--- config.mk ---
export PLATFORM = sky130hd
export DESIGN_NAME = mem_port_arbiter
export DESIGN_NICKNAME = d
export VERILOG_FILES = /design/src/rtl/mem_port_arbiter.sv
export SDC_FILE = /design/constraint.sdc
export NUM_CORES = 1
export LEC_CHECK = 0
export ABC_AREA = 1
export CORE_ASPECT_RATIO = 0.7
export CORE_MARGIN = 5
export CORE_UTILIZATION = 44
export CTS_CLUSTER_SIZE = 30
export DETAILED_ROUTE_END_ITERATION = 10
export MAX_ROUTING_LAYER = met4
export PLACE_DENSITY = 0.95
export SLEW_MARGIN = 20
export SYNTH_ARGS = -nofsm -noshare
export SYNTH_HDL_FRONTEND = slang
export SYNTH_SLANG_ARGS = --single-unit
export TNS_END_PERCENT = 30
--- constraint.sdc ---
create_clock -name clk -period 2.7 [get_ports clk]
set_input_delay 0.54 -clock clk [delete_from_list [all_inputs] [get_ports clk]]
set_output_delay 0.54 -clock clk [all_outputs]
set_load 0.01 [all_outputs]
--- src/rtl/mem_port_arbiter.sv ---
// Two-port (fetch/data) arbiter in front of a single-port synchronous memory.
// DM has priority; IF wins after STARVE_MAX consecutive lost arbitrations.
module mem_port_arbiter #(
  parameter int unsigned STARVE_MAX = 4,
  parameter int unsigned CNT_W      = 16
) (
  input  logic             clk,
  input  logic             rst_n,
  input  logic             if_req,
  input  logic [31:0]      if_addr,
  output logic             if_ack,
  output logic [31:0]      if_rdata,
  input  logic             dm_req,
  input  logic             dm_we,
  input  logic [31:0]      dm_addr,
  input  logic [31:0]      dm_wdata,
  output logic             dm_ack,
  output logic [31:0]      dm_rdata,
  output logic             mem_en,
  output logic             mem_we,
  output logic [29:0]      mem_addr,
  output logic [31:0]      mem_wdata,
  input  logic [31:0]      mem_rdata,
  output logic             err_misalign,
  output logic [CNT_W-1:0] if_grants,
  output logic [CNT_W-1:0] dm_grants
);

  localparam int unsigned WAIT_W = (STARVE_MAX < 1) ? 1 : $clog2(STARVE_MAX + 1);

  typedef enum logic [1:0] {
    S_IDLE,
    S_ISSUE,
    S_RESP
  } state_t;

  typedef enum logic {
    OWN_IF,
    OWN_DM
  } owner_t;

  state_t            r_state;
  owner_t            r_owner;
  logic              r_if_ack;
  logic              r_dm_ack;
  logic              r_mem_en;
  logic              r_mem_we;
  logic [29:0]       r_mem_addr;
  logic [31:0]       r_mem_wdata;
  logic              r_err_misalign;
  logic [WAIT_W-1:0] r_if_wait;
  logic [CNT_W-1:0]  r_if_grants;
  logic [CNT_W-1:0]  r_dm_grants;

  logic              w_arb;
  logic              w_if_cand;
  logic              w_dm_cand;
  logic              w_if_starved;
  logic              w_grant_if;
  logic              w_grant_dm;
  logic [31:0]       w_gnt_addr;

  // The owner being answered in RESP is masked so a held request cannot re-win.
  always_comb begin
    w_arb        = (r_state == S_IDLE) || (r_state == S_RESP);
    w_if_cand    = if_req && !((r_state == S_RESP) && (r_owner == OWN_IF));
    w_dm_cand    = dm_req && !((r_state == S_RESP) && (r_owner == OWN_DM));
    w_if_starved = (r_if_wait >= WAIT_W'(STARVE_MAX));
    w_grant_if   = w_arb && w_if_cand && (!w_dm_cand || w_if_starved);
    w_grant_dm   = w_arb && w_dm_cand && !w_grant_if;
    w_gnt_addr   = w_grant_if ? if_addr : dm_addr;
  end

  always_ff @(posedge clk or negedge rst_n) begin
    if (!rst_n) begin
      r_state        <= S_IDLE;
      r_owner        <= OWN_IF;
      r_if_ack       <= 1'b0;
      r_dm_ack       <= 1'b0;
      r_mem_en       <= 1'b0;
      r_mem_we       <= 1'b0;
      r_mem_addr     <= '0;
      r_mem_wdata    <= '0;
      r_err_misalign <= 1'b0;
      r_if_wait      <= '0;
      r_if_grants    <= '0;
      r_dm_grants    <= '0;
    end else begin
      r_if_ack <= 1'b0;
      r_dm_ack <= 1'b0;
      r_mem_en <= 1'b0;
      r_mem_we <= 1'b0;

      case (r_state)
        S_IDLE, S_RESP: begin
          if (w_grant_if || w_grant_dm) begin
            r_state     <= S_ISSUE;
            r_owner     <= w_grant_dm ? OWN_DM : OWN_IF;
            r_mem_en    <= 1'b1;
            r_mem_we    <= w_grant_dm && dm_we;
            r_mem_addr  <= w_gnt_addr[31:2];
            r_mem_wdata <= dm_wdata;
            if (w_gnt_addr[1:0] != 2'b00) begin
              r_err_misalign <= 1'b1;
            end
          end else begin
            r_state <= S_IDLE;
          end
        end
        S_ISSUE: begin
          r_state <= S_RESP;
          if (r_owner == OWN_DM) begin
            r_dm_ack <= 1'b1;
          end else begin
            r_if_ack <= 1'b1;
          end
        end
        default: r_state <= S_IDLE;
      endcase

      if (w_grant_if) begin
        r_if_wait <= '0;
      end else if (w_grant_dm && if_req && !w_if_starved) begin
        r_if_wait <= r_if_wait + WAIT_W'(1);
      end

      if (w_grant_if && (r_if_grants != '1)) begin
        r_if_grants <= r_if_grants + CNT_W'(1);
      end
      if (w_grant_dm && (r_dm_grants != '1)) begin
        r_dm_grants <= r_dm_grants + CNT_W'(1);
      end
    end
  end

  assign if_ack       = r_if_ack;
  assign dm_ack       = r_dm_ack;
  assign if_rdata     = r_if_ack ? mem_rdata : '0;
  assign dm_rdata     = r_dm_ack ? mem_rdata : '0;
  assign mem_en       = r_mem_en;
  assign mem_we       = r_mem_we;
  assign mem_addr     = r_mem_addr;
  assign mem_wdata    = r_mem_wdata;
  assign err_misalign = r_err_misalign;
  assign if_grants    = r_if_grants;
  assign dm_grants    = r_dm_grants;

endmodule

Yosys cells after proc, flatten, opt, wreduce, memory -nomap -nowiden
Index checks and enable logic that the tools add are counted.

Bits in registers: 105. Output and inout port bits: 163.

Add/sub/neg operators: 3. Order comparisons: 1. Eq/ne operators: 4. Mux-type cells: 16. Bitwise logic cells: 1. Reduce and logical (&&, ||, !) cells: 27.

Operators with widths (count): two-way mux 32 bit (3); adder 16 x 1 -> 16 bit, second input constant (2); != test 16 bit, second input constant (2); logical AND 1 bit (13); two-way mux 1 bit (10); two-way mux 3 bit (2); logical NOT 1 bit (5); case mux 2 bit (2 select lines) (1); nonzero test 2 bit (2); adder 3 x 1 -> 3 bit, second input constant (1); greater-or-equal comparator 3 bit, second input constant (1); logical OR 1 bit (3); AND reduction 3 bit (1); == test 2 x 1 -> 1 bit, second input constant (1); == test 2 bit, second input constant (1); logical NOT 2 bit (1); AND reduction 2 bit (1); OR reduction 2 bit (1); inverter 1 bit (1).

Longest topological paths before layout
Gate-level depths: netlist of run 1.

Depth after elaboration: 13. Gate-level depth with buffers: 10. Mapped depth without buffers: 9.

Worst setup path before layout of run 1
OpenSTA, ideal clock, no wires.

Kind: register to register. Start: reg r_if_grants[0], in the netlist if_grants[0]. End: reg r_if_grants[14], in the netlist if_grants[14]. Library setup time: 0.117 ns. Arrival time: 1.489 ns. Required time: 2.583 ns. Path slack: 1.094 ns. Cell stages (with the launch flop): 10. Buffers on the path: 1. Cell sequence: dfrtp_1 -> ha_1 -> inv_1 -> nor2_1 -> nand2_1 -> nor2_2 -> nor2_4 -> buf_4 -> nand2_1 -> nand2_1.

Word-level cells in the longest chain between the ends: 2. Elaborated cells on any way between the ends: 3. Classes of those cells: add/sub: 1; eq/ne: 1; reduce/logical: 1.

Ends and longest elaborated chain: start, declared (line 52) `logic [CNT_W-1:0] r_if_grants;`; start signal, assigned (line 128) `r_if_grants <= r_if_grants + CNT_W'(1);`; parallel branches: the longest is 2 deep, another holds adder 16 x 1 -> 16 bit.

Parallel ways; which one is timed is not known. A chain may end at the register's enable or synchronous reset.

Final worst setup path of run 1
Start: in mem_rdata[16]. End: out dm_rdata[16].

Word-level cells in the longest chain between the ends: 1.

Ends and longest elaborated chain: start, declared (line 23) `input logic [31:0] mem_rdata,`; two-way mux 32 bit (line 139) `assign dm_rdata = r_dm_ack ? mem_rdata : '0;`; end, declared (line 18) `output logic [31:0] dm_rdata,`.

No other way between the ends.

==> flow_metrics.tcl, run 1 <==
set metrics [dict create \
    synth_seq_cells 104 \
    use_met2 0.421 \
    finalCriticalPeriod_ns 2.30 \
    synth_top_family_by_area "simple AND/OR/NAND/NOR gates" \
    rsz0062_at_grt "no" \
    cts_setup_buffers 0 \
    chipWidth_um 148 \
    setup_violations 0 \
    grtUsageTotal 0.246 \
    rr_startpoint "if_grants[0]" \
    ant_nets 0 \
    syn-mean-instance-area_sq_um 6.93 \
    diodes 0 \
    r2r_cells 9 \
    ios 296 \
    p_per_area_mw_per_mm2 891 \
    overflow 0 \
    start_util 0.447 \
    cts_made_buffers 9 \
    worstSetupStartpointType "primary input" \
    die_y_um 107 \
    area_growth_pct 56.7 \
    clockBufferDepth 2 \
    htreeDepth 3 \
    tns_ns 0 \
    max_cap_viol_count 0 \
    setup.worst_path.end_class "primary output" \
    arrival_ns 1.76 \
    synth_compound_area_frac 0.0126 \
    grt_use_met3 0.0693 \
    synth_area_sq_mm 0.00587 \
    ff2ff_setup_slack_ns 0.80 \
    clock-sinks 104 \
    synth_nets 985 \
    grt_max_degree 63 \
    synth_mux_area_frac 0 \
    place_hpwl_um 15200 \
    drive_gt1_frac 0.0378 \
    placementRows 35 \
    firstDrtPassIters 5 \
    synth_fa_ha_area_frac 0.00852 \
    cp.required_ns 2.16 \
    cts_resized 0 \
    fill_cells 1035 \
    wire_per_inst_um 14.7 \
    drc 0 \
    cts_tree "built" \
    status "finished, final reports clean" \
    cts-hold-fix-buffers 0 \
    synth-seq-area-share 0.443 \
    fin_skew_ns 0.0128 \
    ir_worst_vdd_mv 0.559 \
    final_cell_mix "nand2_1, clkdlybuf4s50_1, inv_1" \
    clock_latency_ns 0.35 \
    cp-startpoint "mem_rdata[16]" \
    netlist_instances 848 \
    final_common_cell "nand2_1" \
    r2r-end "if_grants[11]" \
    synthSimpleGateAreaFrac 0.393 \
    worstMarginPinSlew_ns 0.608 \
    fp.coreArea_sq_mm 0.0131 \
    vias 6234 \
    utilization 0.700 \
    busiest_layer "met2" \
    finalHoldViolations 0 \
    design.die.area_sq_mm 0.0158 \
    port_buffers 295 \
    leakagePower_nw 4.80 \
    cts.clk_slew.worst_paths_ns 0.07 \
    gp_congestion 0.887 \
    yosys.area_share.xor_xnor 0.0224 \
    fin_crit_sh 0.853 \
    fmax_mhz 434 \
    viasPerCell 4.78 \
    synth_cell_types 25 \
    hold_class "in2async" \
    drt_iter0_markers 391 \
    grt_pass1_wl_um 30500 \
    final_nets 1271 \
    antenna_found_initial 0 \
    criticalPathCategory "in2out" \
    crit_path_max_fanout 2 \
    root_buffer "clkbuf_16" \
    slew_headroom 0.595 \
    grt_pass1_vias 6164 \
    slew_violations 0 \
    wirelength_um 19200 \
    yosysWarnings 0 \
    grt_use_met1 0.285 \
]
[flip-flops by register name (all words and copies together) (netlist names)]
signal / cells
dm_ack: 1
dm_grants: 16
err_misalign: 1
if_ack: 1
if_grants: 16
mem_addr: 30
mem_wdata: 32
mem_we: 1
r_if_wait: 3
r_owner: 1
r_state: 2
[through the flow]
step / instances / setup slack, ns / instance area (sq um) / hold WS (ns) / total power, W
2_1_floorplan: 848 / 1.09 / 5870 / 0.244 / 0.00473
3_3_place_gp: 1289 / 0.407 / 8920 / 0.451 / 0.00684
3_5_place_dp: 1289 / 0.383 / 8920 / 0.457 / 0.00700
4_1_cts: 1305 / 0.383 / 9200 / 0.181 / 0.00827
5_1_grt: 1305 / 0.331 / 9200 / 0.206 / 0.00879
6_report: 1305 / 0.397 / 9200 / 0.172 / 0.00820
[report_power, final]
group          total (W)  internal, W  switching [W]
Sequential       0.00264      0.00218       0.000465
Clock            0.00124     0.000636       0.000608
Combinational    0.00431      0.00208        0.00223
[synthesized netlist by cell type, drive strengths merged]
| library cell | instances | area (sq um) |
|---|---|---|
| a21oi | 2 | 13.8 |
| buf | 21 | 173 |
| clkbuf | 12 | 45.0 |
| dfrtp | 104 | 2600 |
| ha | 4 | 50.1 |
| inv | 130 | 488 |
| nand2 | 413 | 1560 |
| nand3 | 49 | 268 |
| nand3b | 31 | 233 |
| nand4 | 10 | 62.6 |
| nor2 | 43 | 181 |
| nor3 | 2 | 10.0 |
| o21ai | 12 | 60.1 |
| xnor2 | 5 | 43.8 |
| xor2 | 10 | 87.6 |
[cell families (layout without fill, tap and decap cells)]
kind of cell               after synthesis  in the layout
xor gates and xnor gates                15             15
adders and majority gates                4              4
AOI/OAI and AO/OA                       14             14
and+or+nand+nor                        548            548
buffers and inverters                  163            454
DFF                                    104            104
[area by class of cell]
class | count | area [sq um] | share of cell area
repair buffers | 308 | 3060 | 0.333
flip-flops and latches | 104 | 2600 | 0.283
multi-input cells | 581 | 2560 | 0.279
inverters | 130 | 488 | 0.0530
clock buffers | 9 | 225 | 0.0245
well taps | 166 | 208 | 0.0226
clock inverters | 7 | 53.8 | 0.00585
[layer usage]
metal / vias to the layer above / part of all wire
met5: - / 0
met4: 0 / 0.026
met3: 38 / 0.092
met2: 277 / 0.49
met1: 2818 / 0.39
li1: 3101 / -
[worst max-delay path: stages]
cell	delay, ns
clkdlybuf4s50_1	0.55
nand2_1	0.09
inv_1	0.06
clkdlybuf4s50_1	0.53
[worst max path at each step]
stage	end	slack, ns
finish	dm_rdata[16]	0.40
detailed placement	dm_rdata[16]	0.38
CTS	dm_rdata[16]	0.38
global route	if_rdata[13]	0.33
global placement	dm_rdata[16]	0.41
floorplan	if_grants[14]	1.09
(Power assumes the default switching activity.)
==> run 2, diff against run 1 <==
HOLD_SLACK_MARGIN = 0.1   (was default)
==> results of run 2 <==
No change in the layout: final DEF, timing and power equal those of run 1.
